`src/rtl/ex_exc_unit_pkg.sv`:
```
// Shared definitions for the execute-stage exception unit: instruction field
// constants, cause codes, the setx encoding and the FSM state type.
package ex_exc_unit_pkg;

  // Major opcodes (ir[31:27]) and ALU function codes (ir[6:2])
  localparam logic [4:0] OPC_ALU  = 5'd0;
  localparam logic [4:0] OPC_ADDI = 5'd5;
  localparam logic [4:0] ALU_ADD  = 5'd0;
  localparam logic [4:0] ALU_SUB  = 5'd1;
  localparam logic [4:0] ALU_MULT = 5'd6;
  localparam logic [4:0] ALU_DIV  = 5'd7;

  // Opcode of the setx instruction that replaces a faulting instruction
  localparam logic [4:0] SETX_OPC_DEF = 5'b10101;

  // Cause codes; code k maps to cause/mask bit k-1
  localparam logic [2:0] CODE_NONE = 3'd0;
  localparam logic [2:0] CODE_ADD  = 3'd1;
  localparam logic [2:0] CODE_ADDI = 3'd2;
  localparam logic [2:0] CODE_SUB  = 3'd3;
  localparam logic [2:0] CODE_MULT = 3'd4;
  localparam logic [2:0] CODE_DIV  = 3'd5;

  typedef enum logic [1:0] {
    ST_IDLE     = 2'd0,
    ST_FLUSH    = 2'd1,
    ST_WAIT_ACK = 2'd2
  } state_t;

  // setx <code>: opcode in the top five bits, zero-extended code below
  function automatic logic [31:0] make_setx(input logic [4:0] opc, input logic [2:0] code);
    return {opc, 24'd0, code};
  endfunction

endpackage

```
`src/rtl/ex_exc_unit_decode.sv`:
```
// Combinational exception decoder: maps the instruction fields and the unit
// exception flags to a cause code, its one-hot cause bit and a masked hit.
module exc_decode
  import ex_exc_unit_pkg::*;
#(
  parameter int NUM_SRC = 5
) (
  input  logic [4:0]         opcode,
  input  logic [4:0]         alu_op,
  input  logic               alu_ovf,
  input  logic               data_exception,
  input  logic [NUM_SRC-1:0] mask,
  output logic               hit,
  output logic [2:0]         code,
  output logic [NUM_SRC-1:0] code_bit
);

  // Select the cause code, then derive the one-hot bit and the mask-qualified hit
  always_comb begin
    // NOTE: every output gets a default before the case so no path leaves it unassigned (no latch).
    code     = CODE_NONE;
    code_bit = '0;
    if (opcode == OPC_ADDI) begin
      if (alu_ovf) code = CODE_ADDI;
    end else if (opcode == OPC_ALU) begin
      case (alu_op)
        ALU_ADD:  if (alu_ovf)        code = CODE_ADD;
        ALU_SUB:  if (alu_ovf)        code = CODE_SUB;
        ALU_MULT: if (data_exception) code = CODE_MULT;
        ALU_DIV:  if (data_exception) code = CODE_DIV;
        default:  code = CODE_NONE;
      endcase
    end
    if (code != CODE_NONE) code_bit = NUM_SRC'(1) << (code - 3'd1);
    hit = |(code_bit & mask);
  end

endmodule

```
`src/rtl/ex_exc_unit.sv`:
```
// Registered exception stage between execute and memory. A faulting
// instruction is replaced by setx <code>, younger instructions are flushed for
// a fixed number of cycles, and the exception is then held on exc_req until
// the status logic acknowledges it.
module ex_exc_unit
  import ex_exc_unit_pkg::*;
#(
  parameter int         NUM_SRC      = 5,
  parameter int         FLUSH_CYCLES = 2,
  parameter int         CNT_W        = 8,
  parameter logic [4:0] SETX_OPC     = SETX_OPC_DEF
) (
  input  logic               clock,
  input  logic               reset,
  input  logic               stall,
  input  logic               in_valid,
  input  logic [31:0]        ir_in,
  input  logic               alu_ovf,
  input  logic               data_exception,
  input  logic               mask_we,
  input  logic [NUM_SRC-1:0] mask_in,
  input  logic               cause_clr,
  input  logic               exc_ack,
  output logic [31:0]        ir_out,
  output logic               out_valid,
  output logic               hold,
  output logic               flush,
  output logic               exc_req,
  output logic [2:0]         exc_code,
  output logic [NUM_SRC-1:0] cause,
  output logic [CNT_W-1:0]   exc_count
);

  localparam logic [3:0] FLUSH_INIT = 4'(FLUSH_CYCLES);

  state_t             state, state_d;
  logic [3:0]         cnt, cnt_d;
  logic [NUM_SRC-1:0] mask;
  logic               dec_hit;
  logic [2:0]         dec_code;
  logic [NUM_SRC-1:0] dec_bit;
  logic               raise;

  exc_decode #(.NUM_SRC(NUM_SRC)) u_decode (
    .opcode         (ir_in[31:27]),
    .alu_op         (ir_in[6:2]),
    .alu_ovf        (alu_ovf),
    .data_exception (data_exception),
    .mask           (mask),
    .hit            (dec_hit),
    .code           (dec_code),
    .code_bit       (dec_bit)
  );

  // An exception is only taken for a valid instruction while accepting input
  assign raise = in_valid && dec_hit && (state == ST_IDLE);

  // Next-state and flush counter logic; handshake outputs decode the current state
  always_comb begin
    state_d = state;
    cnt_d   = cnt;
    flush   = 1'b0;
    hold    = 1'b0;
    exc_req = 1'b0;
    case (state)
      ST_IDLE: begin
        if (raise) begin
          if (FLUSH_CYCLES == 0) begin
            state_d = ST_WAIT_ACK;
          end else begin
            state_d = ST_FLUSH;
            cnt_d   = FLUSH_INIT;
          end
        end
      end
      ST_FLUSH: begin
        flush = 1'b1;
        hold  = 1'b1;
        if (cnt <= 4'd1) state_d = ST_WAIT_ACK;
        else             cnt_d   = cnt - 4'd1;
      end
      ST_WAIT_ACK: begin
        hold    = 1'b1;
        exc_req = 1'b1;
        if (exc_ack) state_d = ST_IDLE;
      end
      default: state_d = ST_IDLE;
    endcase
  end

  // Pipeline, FSM and status registers; stall freezes everything
  always_ff @(posedge clock) begin
    // NOTE: state is updated with non-blocking assignments so every register samples pre-edge values.
    if (reset) begin
      state     <= ST_IDLE;
      cnt       <= '0;
      ir_out    <= '0;
      out_valid <= 1'b0;
      exc_code  <= '0;
      cause     <= '0;
      exc_count <= '0;
      mask      <= '1;
    end else if (!stall) begin
      state <= state_d;
      cnt   <= cnt_d;
      if (state == ST_IDLE) begin
        out_valid <= in_valid;
        ir_out    <= raise ? make_setx(SETX_OPC, dec_code) : ir_in;
      end else begin
        out_valid <= 1'b0;
      end
      if (raise) begin
        exc_code <= dec_code;
        if (exc_count != '1) exc_count <= exc_count + CNT_W'(1);
      end
      cause <= (cause_clr ? '0 : cause) | (raise ? dec_bit : '0);
      if (mask_we) mask <= mask_in;
    end
  end

endmodule

```
`config.mk`:
```
export PLATFORM = sky130hd
export DESIGN_NAME = ex_exc_unit
export DESIGN_NICKNAME = d
export VERILOG_FILES = /design/src/rtl/ex_exc_unit_pkg.sv /design/src/rtl/ex_exc_unit_decode.sv /design/src/rtl/ex_exc_unit.sv
export SDC_FILE = /design/constraint.sdc
export NUM_CORES = 1
export LEC_CHECK = 0
export CAP_MARGIN = 10
export CORE_AREA = 2 2 86 88
export CTS_BUF_LIST = sky130_fd_sc_hd__clkbuf_8 sky130_fd_sc_hd__clkbuf_16
export DETAILED_ROUTE_END_ITERATION = 16
export DIE_AREA = 0 0 88 90
export GPL_TIMING_DRIVEN = 0
export PLACE_DENSITY = 0.77
export SYNTH_ARGS = -nofsm -noshare
export SYNTH_HDL_FRONTEND = slang
export SYNTH_HIERARCHICAL = 1
export SYNTH_SLANG_ARGS = --single-unit
```
`constraint.sdc`:
```
create_clock -name clock -period 3.9 [get_ports clock]
set_input_delay 0.78 -clock clock [delete_from_list [all_inputs] [get_ports clock]]
set_output_delay 0.78 -clock clock [all_outputs]
set_load 0.005 [all_outputs]
```
==> metrics.txt <==
status=finished clean; CP arrival=3920 ps; DIE WIDTH=88 um; worst reg2reg setup slack=2060 ps; met1 usage=0.225; fin crit share=0.949; hold_buf cts=0; Cell variety after synth=54; crit-path max cell delay=470 ps; DR pass1 iterations=4; Top-Level Pins=98; clk_lat worst skew=340 ps; # setup viols final=0; Starting DRT DRC Count=150; maximum vdd ir drop=0.176 mV; Row Count=31; fin nets=452; largest net degree at the start of global routing=11; routed length per instance=14.2 um; multi-input gate area in the final layout=1370 um^2; leak pwr=1.57 nW; syn avg cell area=9.26 um^2; gate count after technology mapping=291; CTS buffer count=9; vias per std cell=5.12; storage element area=1200 um^2; Max transition margin=0.623; Fillers=634; Clock transition at path regs=70 ps; total number of vias=2572; number of synthesized register bits=60; hold crit path type=reg -> reg; post-layout minimum cycle time=3700 ps; Post-Syn Area=2700 um^2; die area=7920 um^2; Final Skew=5.04 ps; Critical Path RT=4120 ps; Critical Path Source Type=input port; setup ws final=200 ps; worst-path maximum fanout=7; GRT busiest layer=met2; Slew Viols, Final=0; CP cell instances=clkdlybuf4s50_1 -> and4_1 -> o211ai_2 -> inv_2 -> nor2_1 -> ha_4 -> nand2b_4 -> inv_1 -> nand3_1 -> a21o_2 -> o211ai_2 -> buf_6 -> and4b_1 -> buf_4 -> o211ai_1 -> o211ai_1 -> o31ai_1; met3 Use GR=0.0624; max-cap violation count=0; Diodes inserted=0; DRC viols=0; first-pass GRT wire length=11400 um; Tightest Pin Transition=560 ps; clock buffer depth=2; Area Overhead vs Synth=49.1%; warnings from Yosys=6; Max Clk Rate=270 MHz; antenna-violating nets left=0; CTS tree=yes; grt ovf=0; core area=7020 um^2; DRT Wirelength=7130 um; H-tree depth=3; crit path max-delay cell type=clkdlybuf4s50_1; height of the die=90 um; critical path class=in -> reg; Initial Utilization=0.384; vias in the first global route=2473; gr usage total=0.181; P per Cell Area=344 nW/um^2; clk root buf=clkbuf_8; Place WS=-404 ps; Fin. Hold Viols=0; met2 usage=0.285; Seq/Total Area, Yosys=0.446; port buffer count=95; setup_tns=0 ps; Worst Setup End Kind=flip-flop; Sink Count=60; ratio of cells with drive above 1 in the final layout=0.122; syn_nets=345; initial antenna violation count=0; routability cong.=0.811; Detailed Place HPWL=5230 um
==> cell usage after synthesis, drive strengths merged <==
cell type  number  area, um^2
a32oi           1        8.76
nand4b          1        8.76
and2            3        20.0
and4b           1        10.0
mux2i           9        90.1
a221o           1        10.0
a31oi           1        6.26
o22ai           3        18.8
o31ai           1        7.51
o21ai           2        13.8
a211o           1        8.76
clkbuf          8        30.0
nand3          12        70.1
o2111ai         1        8.76
nor3            7        46.3
inv            10        37.5
clkinv          1        8.76
a22oi          32         240
nand4           4        25.0
or3             1        6.26
nor2           49         184
nand2          20        82.6
and4            2        17.5
buf            10        72.6
dfxtp          60        1200
nor4            2        27.5
nor2b           2        12.5
and3            3        18.8
a21oi           7        50.1
nand2b          4        25.0
ha              8         100
or2             1        6.26
nor3b           1        7.51
a311oi          4        41.3
a32o            1        11.3
o211ai          7        62.6
a221oi          1        15.0
xor2            6        52.6
a21o            1        8.76
a21bo           1        10.0
a211oi          1        12.5
==> flip-flops by register name, indices dropped and copies added (netlist names) <==
register   flops
ir_out        32
mask           5
cause          5
out_valid      1
cnt            4
exc_count      8
state          2
exc_code       3
==> timing repair <==
action / 4_1_cts / 5_1_grt
resized for setup: 1 / 7
buffers inserted: 0 / 1
pin swaps: 0 / 4
endpoints found under the setup margin: 1 / 22
==> logic make-up (layout without fill, tap and decap cells) <==
family,count (synthesis),in the layout,share of synthesized area
xor gates and xnor gates,6,6,0.0195
buffers and inverters,29,141,0.0552
AOI/OAI and AO/OA,66,66,0.198
muxes,9,9,0.0334
DFF,60,60,0.446
adders and majority gates,8,8,0.0371
and+or+nand+nor,113,113,0.211
==> area by class of cell <==
type	instances	share of cell area
buffer	18	0.0265
clock inverter	5	0.0125
sequential	60	0.299
multi-input combinational	202	0.342
inverter	11	0.0115
timing repair buffer	96	0.240
tap	99	0.0308
clock buffer	11	0.0377
==> critical path: cells and delay by family <==
kind | cells | cell delay (ps)
buffers and inverters | 5 | 1040
AO/OA/AOI/OAI | 6 | 1090
adder cells (fa/ha/maj) | 1 | 190
AND/OR/NAND/NOR | 5 | 790
==> metal layers <==
layer  routed length, um  vias to the layer above
li1                    -                     1265
met5                   0                        -
met3                 554                       14
met2                3350                       82
met1                3100                     1211
met4                 123                        0
==> path summary, 6_finish.rpt <==
check / start / endpoint / cells past startpoint
setup reg to reg: mask[1] / exc_count[4] / 10
hold reg to reg: exc_code[1] / exc_code[1] / 2
hold / removal: exc_code[1] / exc_code[1] / 2
setup / recovery: ir_in[3] / exc_count[7] / 17
==> cell usage in the layout (no fill, tap or decap), types with 3 or more instances in the layout <==
cell type,instances
nor3_1,6
dfxtp_1,60
clkinv_2,4
o22ai_1,3
nor2_1,49
buf_2,4
nand2_1,19
and3_1,3
inv_1,9
a311oi_1,3
clkdlybuf4s50_1,92
buf_6,3
clkbuf_8,11
nand2b_1,3
nand4_1,4
mux2i_1,9
buf_4,4
a22oi_1,32
ha_1,7
dlymetal6s2s_1,3
clkbuf_1,8
xor2_1,6
nand3_1,10
o211ai_1,5
a21oi_1,5
==> power by group <==
| group | leakage, nW | internal (mW) | switching [mW] |
|---|---|---|---|
| clock network | 0.109 | 0.325 | 0.246 |
| logic | 0.969 | 0.0973 | 0.0663 |
| registers | 0.491 | 0.635 | 0.0116 |
==> stage by stage <==
stage	instance area, um^2	cells	utilization	power [mW]	hold WS [ps]
after CTS	3980	501	0.567	1.39	471
after global routing	4020	502	0.572	1.44	495
final	4020	502	0.572	1.38	476
after floorplan	2700	291	-	0.719	433
after detailed placement	3770	485	0.537	0.823	462
after global placement	3770	485	0.537	0.820	457
No activity file was read; power rests on OpenSTA's default activity.
